===== config.mk =====
export PLATFORM = sky130hd
export DESIGN_NAME = operand_stack_flat
export DESIGN_NICKNAME = d
export VERILOG_FILES = /design/src/rtl/operand_stack_pkg.sv /design/src/rtl/operand_stack_if.sv /design/src/rtl/operand_stack_regfile.sv /design/src/rtl/operand_stack.sv /design/src/flat_wrapper.sv
export SDC_FILE = /design/constraint.sdc
export NUM_CORES = 1
export LEC_CHECK = 0
export ABC_AREA = 1
export CORE_MARGIN = 5
export CORE_UTILIZATION = 35
export CTS_CLUSTER_SIZE = 14
export DETAILED_ROUTE_END_ITERATION = 6
export PLACE_DENSITY_LB_ADDON = 0.12
export SLEW_MARGIN = 40
export SYNTH_ARGS = -nofsm -noshare
export SYNTH_HDL_FRONTEND = slang
export SYNTH_SLANG_ARGS = --single-unit

===== constraint.sdc =====
create_clock -name clk -period 5.2 [get_ports clk]
set_input_delay 0.52 -clock clk [delete_from_list [all_inputs] [get_ports clk]]
set_output_delay 0.52 -clock clk [all_outputs]
set_load 0.005 [all_outputs]

===== src/rtl/operand_stack_pkg.sv =====
// operand_stack_pkg: command codes, FSM state encodings and sizing helper
// shared by the operand stack, its regfile and anything driving its command port.
package operand_stack_pkg;

   typedef enum logic [2:0] {
      CMD_NOP   = 3'b000,
      CMD_PUSH  = 3'b001,
      CMD_POP   = 3'b010,
      CMD_BINOP = 3'b011,
      CMD_UNOP  = 3'b100,
      CMD_DUP   = 3'b101,
      CMD_SWAP  = 3'b110,
      CMD_CLR   = 3'b111
   } cmd_t;

   localparam logic [0:0] ST_RUN = 1'b0;
   localparam logic [0:0] ST_ERR = 1'b1;

   // Address width for an n-entry memory; never below one bit.
   function automatic int unsigned addr_width(input int unsigned n);
      return (n > 1) ? $clog2(n) : 1;
   endfunction

endpackage


===== src/rtl/operand_stack_if.sv =====
// operand_stack_if: command/data bus between the stack controller (master)
// and the operand stack (slave). The ALU result travels on this bus too.
interface operand_stack_if #(
   parameter int WIDTH = 16,
   parameter int CW    = 5
);
   logic [2:0]       cmd;
   logic [WIDTH-1:0] push_data;
   logic [WIDTH-1:0] alu_s;
   logic [WIDTH-1:0] tos;
   logic [WIDTH-1:0] nos;
   logic [CW-1:0]    count;
   logic             empty;
   logic             full;
   logic             err;
   logic             err_ovf;

   modport master (
      output cmd, push_data, alu_s,
      input  tos, nos, count, empty, full, err, err_ovf
   );

   modport slave (
      input  cmd, push_data, alu_s,
      output tos, nos, count, empty, full, err, err_ovf
   );
endinterface


===== src/rtl/operand_stack_regfile.sv =====
// stack_regfile: backing store for stack entries below tos/nos.
// One synchronous write port, one asynchronous read port, no reset.
module stack_regfile
   import operand_stack_pkg::*;
#(
   parameter int WIDTH = 16,
   parameter int DEPTH = 14
) (
   input  logic                               clk,
   input  logic                               we,
   input  logic [addr_width(DEPTH)-1:0]       waddr,
   input  logic [WIDTH-1:0]                   wdata,
   input  logic [addr_width(DEPTH)-1:0]       raddr,
   output logic [WIDTH-1:0]                   rdata
);

   logic [WIDTH-1:0] r_mem [DEPTH];

   // Spill write from nos when a push deepens the stack.
   always_ff @(posedge clk) begin
      if (we) begin
         r_mem[waddr] <= wdata;
      end
   end

   assign rdata = r_mem[raddr];

endmodule


===== src/rtl/operand_stack.sv =====
// operand_stack: 16-bit LIFO feeding the ALU. tos/nos are dedicated
// registers driving ALU a/b; deeper entries spill to stack_regfile.
// Any command whose depth requirement fails traps into a sticky ERR state
// that only CLR or reset leaves.
module operand_stack
   import operand_stack_pkg::*;
#(
   parameter int WIDTH = 16,
   parameter int DEPTH = 16,
   parameter int CW    = 5
) (
   input  logic             clk,
   input  logic             rst,
   operand_stack_if.slave   bus
);

   localparam int unsigned RF_DEPTH = DEPTH - 2;
   localparam int unsigned AW       = addr_width(RF_DEPTH);

   logic [WIDTH-1:0] r_tos, r_nos;
   logic [CW-1:0]    r_count;
   logic [0:0]       r_state;
   logic             r_err_ovf;

   logic [WIDTH-1:0] w_tos_nx, w_nos_nx;
   logic [CW-1:0]    w_cnt_nx;
   logic [0:0]       w_state_nx;
   logic             w_ovf_nx;

   cmd_t             w_cmd;
   logic             w_empty, w_full, w_ge2, w_ge3;
   logic             w_we;
   logic [AW-1:0]    w_waddr, w_raddr;
   logic [WIDTH-1:0] w_rdata, w_refill;

   assign w_cmd   = cmd_t'(bus.cmd);
   assign w_empty = (r_count == '0);
   assign w_full  = (r_count == CW'(DEPTH));
   assign w_ge2   = (r_count >= CW'(2));
   assign w_ge3   = (r_count >= CW'(3));

   // Entry index i holds stack position count-1-i, so the slot just under
   // nos is count-3 and the slot nos spills into on a push is count-2.
   assign w_waddr  = AW'(r_count - CW'(2));
   assign w_raddr  = AW'(r_count - CW'(3));
   assign w_refill = w_ge3 ? w_rdata : '0;

   stack_regfile #(
      .WIDTH (WIDTH),
      .DEPTH (RF_DEPTH)
   ) u_regfile (
      .clk   (clk),
      .we    (w_we),
      .waddr (w_waddr),
      .wdata (r_nos),
      .raddr (w_raddr),
      .rdata (w_rdata)
   );

   // Decode the command against the current depth and FSM state.
   always_comb begin
      w_tos_nx   = r_tos;
      w_nos_nx   = r_nos;
      w_cnt_nx   = r_count;
      w_state_nx = r_state;
      w_ovf_nx   = r_err_ovf;
      w_we       = 1'b0;

      if (w_cmd == CMD_CLR) begin
         w_tos_nx   = '0;
         w_nos_nx   = '0;
         w_cnt_nx   = '0;
         w_state_nx = ST_RUN;
         w_ovf_nx   = 1'b0;
      end else if (r_state == ST_RUN) begin
         case (w_cmd)
            CMD_PUSH, CMD_DUP: begin
               if (w_full) begin
                  w_state_nx = ST_ERR;
                  w_ovf_nx   = 1'b1;
               end else if ((w_cmd == CMD_DUP) && w_empty) begin
                  w_state_nx = ST_ERR;
                  w_ovf_nx   = 1'b0;
               end else begin
                  w_we     = w_ge2;
                  w_nos_nx = r_tos;
                  w_tos_nx = (w_cmd == CMD_DUP) ? r_tos : bus.push_data;
                  w_cnt_nx = r_count + CW'(1);
               end
            end
            CMD_POP: begin
               if (w_empty) begin
                  w_state_nx = ST_ERR;
                  w_ovf_nx   = 1'b0;
               end else begin
                  w_tos_nx = r_nos;
                  w_nos_nx = w_refill;
                  w_cnt_nx = r_count - CW'(1);
               end
            end
            CMD_BINOP: begin
               if (!w_ge2) begin
                  w_state_nx = ST_ERR;
                  w_ovf_nx   = 1'b0;
               end else begin
                  w_tos_nx = bus.alu_s;
                  w_nos_nx = w_refill;
                  w_cnt_nx = r_count - CW'(1);
               end
            end
            CMD_UNOP: begin
               if (w_empty) begin
                  w_state_nx = ST_ERR;
                  w_ovf_nx   = 1'b0;
               end else begin
                  w_tos_nx = bus.alu_s;
               end
            end
            CMD_SWAP: begin
               if (!w_ge2) begin
                  w_state_nx = ST_ERR;
                  w_ovf_nx   = 1'b0;
               end else begin
                  w_tos_nx = r_nos;
                  w_nos_nx = r_tos;
               end
            end
            default: begin
            end
         endcase
      end
   end

   // State registers; asynchronous reset discards any in-flight command.
   always_ff @(posedge clk or posedge rst) begin
      if (rst) begin
         r_tos     <= '0;
         r_nos     <= '0;
         r_count   <= '0;
         r_state   <= ST_RUN;
         r_err_ovf <= 1'b0;
      end else begin
         r_tos     <= w_tos_nx;
         r_nos     <= w_nos_nx;
         r_count   <= w_cnt_nx;
         r_state   <= w_state_nx;
         r_err_ovf <= w_ovf_nx;
      end
   end

   assign bus.tos     = r_tos;
   assign bus.nos     = r_nos;
   assign bus.count   = r_count;
   assign bus.empty   = w_empty;
   assign bus.full    = w_full;
   assign bus.err     = (r_state == ST_ERR);
   assign bus.err_ovf = r_err_ovf;

endmodule


===== src/flat_wrapper.sv =====
// flat-port wrapper written by rule: the top's interface ports become plain ports
module operand_stack_flat import operand_stack_pkg::*;
#(
   parameter int WIDTH = 16,
   parameter int DEPTH = 16,
   parameter int CW    = 5
)
  (clk, rst, bus_cmd, bus_push_data, bus_alu_s, bus_tos, bus_nos, bus_count, bus_empty, bus_full, bus_err, bus_err_ovf);
  operand_stack_if #(.WIDTH(WIDTH), .CW(CW)) bus_i ();
  input  logic clk;
  input  logic rst;
  input wire logic [$bits(bus_i.cmd)-1:0] bus_cmd;
  input wire logic [$bits(bus_i.push_data)-1:0] bus_push_data;
  input wire logic [$bits(bus_i.alu_s)-1:0] bus_alu_s;
  output wire logic [$bits(bus_i.tos)-1:0] bus_tos;
  output wire logic [$bits(bus_i.nos)-1:0] bus_nos;
  output wire logic [$bits(bus_i.count)-1:0] bus_count;
  output wire logic [$bits(bus_i.empty)-1:0] bus_empty;
  output wire logic [$bits(bus_i.full)-1:0] bus_full;
  output wire logic [$bits(bus_i.err)-1:0] bus_err;
  output wire logic [$bits(bus_i.err_ovf)-1:0] bus_err_ovf;
  assign bus_i.cmd = bus_cmd;
  assign bus_i.push_data = bus_push_data;
  assign bus_i.alu_s = bus_alu_s;
  assign bus_tos = bus_i.tos;
  assign bus_nos = bus_i.nos;
  assign bus_count = bus_i.count;
  assign bus_empty = bus_i.empty;
  assign bus_full = bus_i.full;
  assign bus_err = bus_i.err;
  assign bus_err_ovf = bus_i.err_ovf;
  operand_stack #(.WIDTH(WIDTH), .DEPTH(DEPTH), .CW(CW)) u_core (.clk(clk), .rst(rst), .bus(bus_i));
endmodule

== Word-level counts from Yosys, hierarchy flattened ==
Memories as Yosys holds them, arrays and structs flattened.
Cells that the tools add are included.
Cells by class
  $add $sub $neg: 4
  magnitude comparators: 2
  equality and inequality tests: 19
  mux-type cells: 47
  reductions and logical operators: 13
Operators by type and width (number)
  $mux 16: 17
  $pmux 16 s5: 1
  $pmux 16 s4: 1
  $mux 5: 6
  $mux 1: 19
  $pmux 5 s3: 1
  $eq 3x3->1 const B: 4
  $ge 5x2->1 const B: 2
  $ne 3x1->1 const B: 3
  $ne 3x2->1 const B: 3
  $ne 3x3->1 const B: 3
  $reduce_and 9->1: 1
  $reduce_bool 4->1: 2
  $sub 4x2->4 const B: 2
  $reduce_and 7->1: 1
  $eq 3x2->1 const B: 2
  $pmux 1 s3: 2
  $reduce_and 6->1: 1
  $reduce_bool 6->1: 1
  $reduce_or 2->1: 3
  $add 5x1->5 const B: 1
  $eq 5x5->1 const B: 1
  $logic_not 5->1: 1
  $reduce_and 5->1: 1
  6 further kinds: 6
Word-level totals
  register bits after elaboration: 39
  bits in writable memories: 224
  bits of input ports: 37
  output and inout bits: 41
  word-level logic and storage cells: 91
  memories kept: 1
Memories
  u_core.u_regfile.r_mem: words 14, width 16, read ports 1, clocked after Yosys merged registers in 0, write ports 1, line operand_stack_regfile.sv:17  | logic [WIDTH-1:0] r_mem [DEPTH];

== Logic depth before layout (Yosys ltp) ==
  depth after elaboration: 9
  mapped depth: 14
  depth with buffers taken out: 12

== Cells and area by module ==
From an unflattened synthesis, not the netlist that was laid out.
Second synthesis, totals
  cells, all modules: 1273
  area, all modules: 12246.7 um2
Modules (own cells, without submodules)
  stack_regfile: instances 1, cells each 867, area each 9421.5 um2, seq. area each 6726.5 um2
  operand_stack: instances 1, cells each 406, area each 2825.2 um2, seq. area each 975.9 um2

== Worst setup path after synthesis ==
No wires, ideal clock.
  path kind: register to register
  start point: register u_core.r_count[0], in the netlist u_core.bus.count[0]
  end point: memory u_core.u_regfile.r_mem[10][0], enable pin
  library setup time: 0.409 ns
  arrival time: 2.946 ns
  data required time: 4.791 ns
  path slack: 1.845 ns
  cell stages (with the launch flop): 11
  path buffers: 2
  period minus slack after synthesis: 3.355 ns
  cells stage by stage: dfrtp_1 > buf_2 > inv_2 > clkbuf_1 > ha_1 > nand3_1 > inv_1 > nand2_1 > nand3_1 > nand3b_1 > nor3_1
Between the ends
  word-level cells in the longest chain between the ends: 9
  elaborated cells on any way between the ends: 12
  classes of those cells: add/sub (1); order compare (1); eq/ne (1); mux (7); reduce/logical (2)
Ends and longest elaborated chain
  start: declaration: line operand_stack.sv:21  | logic [CW-1:0] r_count;
  start signal: assignment: line operand_stack.sv:145  | r_count <= w_cnt_nx;
  $logic_not 5->1: line operand_stack.sv:37  | assign w_empty = (r_count == '0);
  via bus_empty: line flat_wrapper.sv:18  | output wire logic [$bits(bus_i.empty)-1:0] bus_empty;
  $logic_and 1x1->1: line operand_stack.sv:81  | end else if ((w_cmd == CMD_DUP) && w_empty) begin
  $mux 1: line operand_stack.sv:81
  $mux 1: line operand_stack.sv:78  | if (w_full) begin
  $mux 1: line operand_stack.sv:76  | case (w_cmd)
  $mux 1: line operand_stack.sv:75  | end else if (r_state == ST_RUN) begin
  $mux 1: line operand_stack.sv:69  | if (w_cmd == CMD_CLR) begin
  $mux 1: line operand_stack_regfile.sv:21  | if (we) begin
  $mux 1 (not written as such): line operand_stack_regfile.sv:22  | r_mem[waddr] <= wdata;
  end: declaration: line operand_stack_regfile.sv:17
The timed path passes the listed nets, and every way through them passes these cells.

== Worst setup path in the final report ==
  start point: register u_core.r_count[0], in the netlist u_core.bus.count[0]
  end point: output port bus_empty
Between the ends
  word-level cells in the longest chain between the ends: 1
Ends and longest elaborated chain (line)
  $logic_not 5->1: operand_stack.sv:37
  end: declaration: flat_wrapper.sv:18
No other way between the ends.

==> metrics <==
die span in y 194 um; Reg-to-Reg End u_core.u_regfile.r_mem[7][2]; syn_nets 1,253; layout cell share with drive strength beyond 1 8.52%; Synth top area share 57.0%; Avg Cell Area, Syn 9.79 um2; Hold-fix buffers, CTS 0; setup TNS 0 ns; CP required 4.68 ns; Synth Warn # 0; Initial DRC Count 661; Fin. Hold Viols 0; Filler cells 3,237; post-layout min period 3.33 ns; via count 8,368; Post-CTS Setup Inserts 0; Max Cap Viol 0; Slew Limit Fails 0; Fmax 300 MHz; #FFs+latches synth 263; Clock Skews 0.0151 ns; PD cells 571 nW/um2; fin crit share 64.0%; critical path capture point type output pin; I/O Pins 78; final setup margin 1.87 ns; I/O Buffers 77; Core Box Area 33,400 um2; die area 37,500 um2; Rel. slew slack 43.4%; P_leak 0.00579 uW; via/cell ratio 4.78; synth top area cells edfxtp_1, nand2_1, dfrtp_1; crit path DAT 2.81 ns; WL/cell 18.6 um; TritonCTS clock tree built; Finished Cell Area 14,100 um2; antenna violations before repair 0; Detail Route Antenna Nets 0; reg2reg path depth 9; pre-CTS WS 1.81 ns; Power Total 8050 uW; RSZ-0062 raised after global routing no; vias in the first global route 8,399; CTS clock-pin slew for the worst setup and hold paths 0.06 ns; Row Count 67; H-tree levels 1; slowest library cell on the worst path inv_2; dpl cell area 13,100 um2; ys flop type edfxtp_1; Synth area leader edfxtp_1; Residual DRC 0; number of synthesized flops with an enable pin 224; HP Class input port to asynchronous set/reset pin; Worst-Skew Late Latency 0.54 ns; FF-to-FF Start u_core.bus.count[0]; CP Launch Type flop; Worst R2R Setup Slack 1.96 ns; status finished, final reports clean; critical path type flop to output pin; maximum fanout along the worst path 38; Global Route Usage Sum 17.1%; post-DP HPWL 19,500 um; die width 194 um; Root Buffer clkbuf_16; Ant. Diodes 0; Initial Util 35.3%; DRT Pass-1 Iters 5; # setup viols final 0; Sink Count 263; Post-Synthesis Cell Area 11,800 um2; largest net degree at the start of global routing 71; asr flop ratio synth 14.8%; VDD IR max 0.376 mV; total CTS buffers 28; Worst Max-Slew Pin Slew 0.846 ns; gpl congestion 0.790; cell-by-cell listing of the critical path inv_2 -> ha_2 -> nand3_1 -> inv_1 -> clkdlybuf4s50_1; Post-CTS Resized 0; Layout Area Growth over Synthesis 19.5%; number of nets in the layout 1,329; Routed WL 32,500 um; global-route wire length before repair 50,600 um; Cells after Synth 1,205; Synth cell types 31; sequential area share after synthesis 65.3%; Longest Clk Path Bufs 3; CP max stage delay 0.53 ns; grt total ovfl 0
## layout by cell type (no fill, tap or decap), drive strengths merged
| cell type | n |
|---|---|
| a21oi | 3 |
| xor2 | 3 |
| clkdlybuf4s50 | 77 |
| fa | 1 |
| or2 | 1 |
| nand2 | 457 |
| nand3b | 1 |
| clkbuf | 42 |
| clkinv | 4 |
| clkinvlp | 2 |
| bufinv | 3 |
| o21ai | 43 |
| xnor2 | 1 |
| edfxtp | 224 |
| buf | 26 |
| nor2 | 57 |
| nand4 | 2 |
| inv | 110 |
| ha | 10 |
| dfrtp | 39 |
| nand3 | 190 |
| nor3 | 7 |
## power breakdown
| group | total (uW) | internal, uW | switching, uW |
|---|---|---|---|
| Combinational | 3040 | 989 | 2050 |
| Sequential | 2930 | 2660 | 272 |
| Clock | 2080 | 1260 | 822 |
| Total | 8050 | 4910 | 3150 |
## worst max-delay path by stage
stage,startpoint,end,cells after the start
floorplan,u_core.bus.count[0],u_core.u_regfile.r_mem[10][0],10
global placement,bus_cmd[2],u_core.bus.tos[13],7
detailed placement,bus_cmd[0],u_core.u_regfile.r_mem[7][1],10
CTS,u_core.bus.count[0],bus_empty,5
global route,u_core.bus.count[0],u_core.bus.nos[3],12
finish,u_core.bus.count[0],bus_empty,5
## Yosys cell counts, types with 4 or more instances
master	count
nand3_1	187
inv_1	103
nor2_2	4
buf_1	8
o21ai_1	14
nor2_1	51
o21ai_0	28
edfxtp_1	224
inv_2	6
nor3_1	7
dfrtp_1	39
nand2_1	454
clkbuf_1	19
ha_1	10
buf_2	26
## registers in the layout, indices dropped and copies added (netlist names)
register	cells
u_core.bus.err_ovf	1
u_core.bus.err	1
u_core.bus.nos	16
u_core.bus.count	5
u_core.bus.tos	16
u_core.u_regfile.r_mem	224
## critical path: cells and delay by family (launching register included)
family,cells,cell delay (ns)
buffers and inverters,3,1.22
AND/OR/NAND/NOR,1,0.22
flip-flops,1,0.47
adder cells (fa/ha/maj),1,0.36
## stage by stage
stage / util (%) / hold slack, ns / cells
2_1_floorplan: - / 0.476 / 1205
3_3_place_gp: 39.2 / 0.487 / 1699
3_5_place_dp: 39.3 / 0.485 / 1699
4_1_cts: 42.2 / 0.397 / 1751
5_1_grt: 42.2 / 0.426 / 1751
6_report: 42.2 / 0.386 / 1751
## logic make-up (layout without fill, tap and decap cells)
kind of cell,Yosys count,count (layout),synth area share (%)
compound gates,46,46,1.98
xor+xnor,4,4,0.297
fa+ha+maj,11,11,1.23
buf+inv,166,264,5.71
flops,263,263,65.3
simple gates,715,715,25.5
## cell type report
cell class                      count  area (um2)  area share [%]
Sequential cell                   263        7710            54.6
Multi-Input combinational cell    776        3500            24.8
Timing Repair Buffer              103         966            6.85
Clock buffer                       42         836            5.92
Tap cell                          448         561            3.97
Inverter                          109         412            2.92
Clock inverter                     10         134           0.949
## metal layers
layer	track usage (%)	routed length (um)
met2	27.3	14700
met5	0	0
met4	3.75	569
met3	2.66	1600
met1	24.7	15600
(Power assumes the default switching activity.)
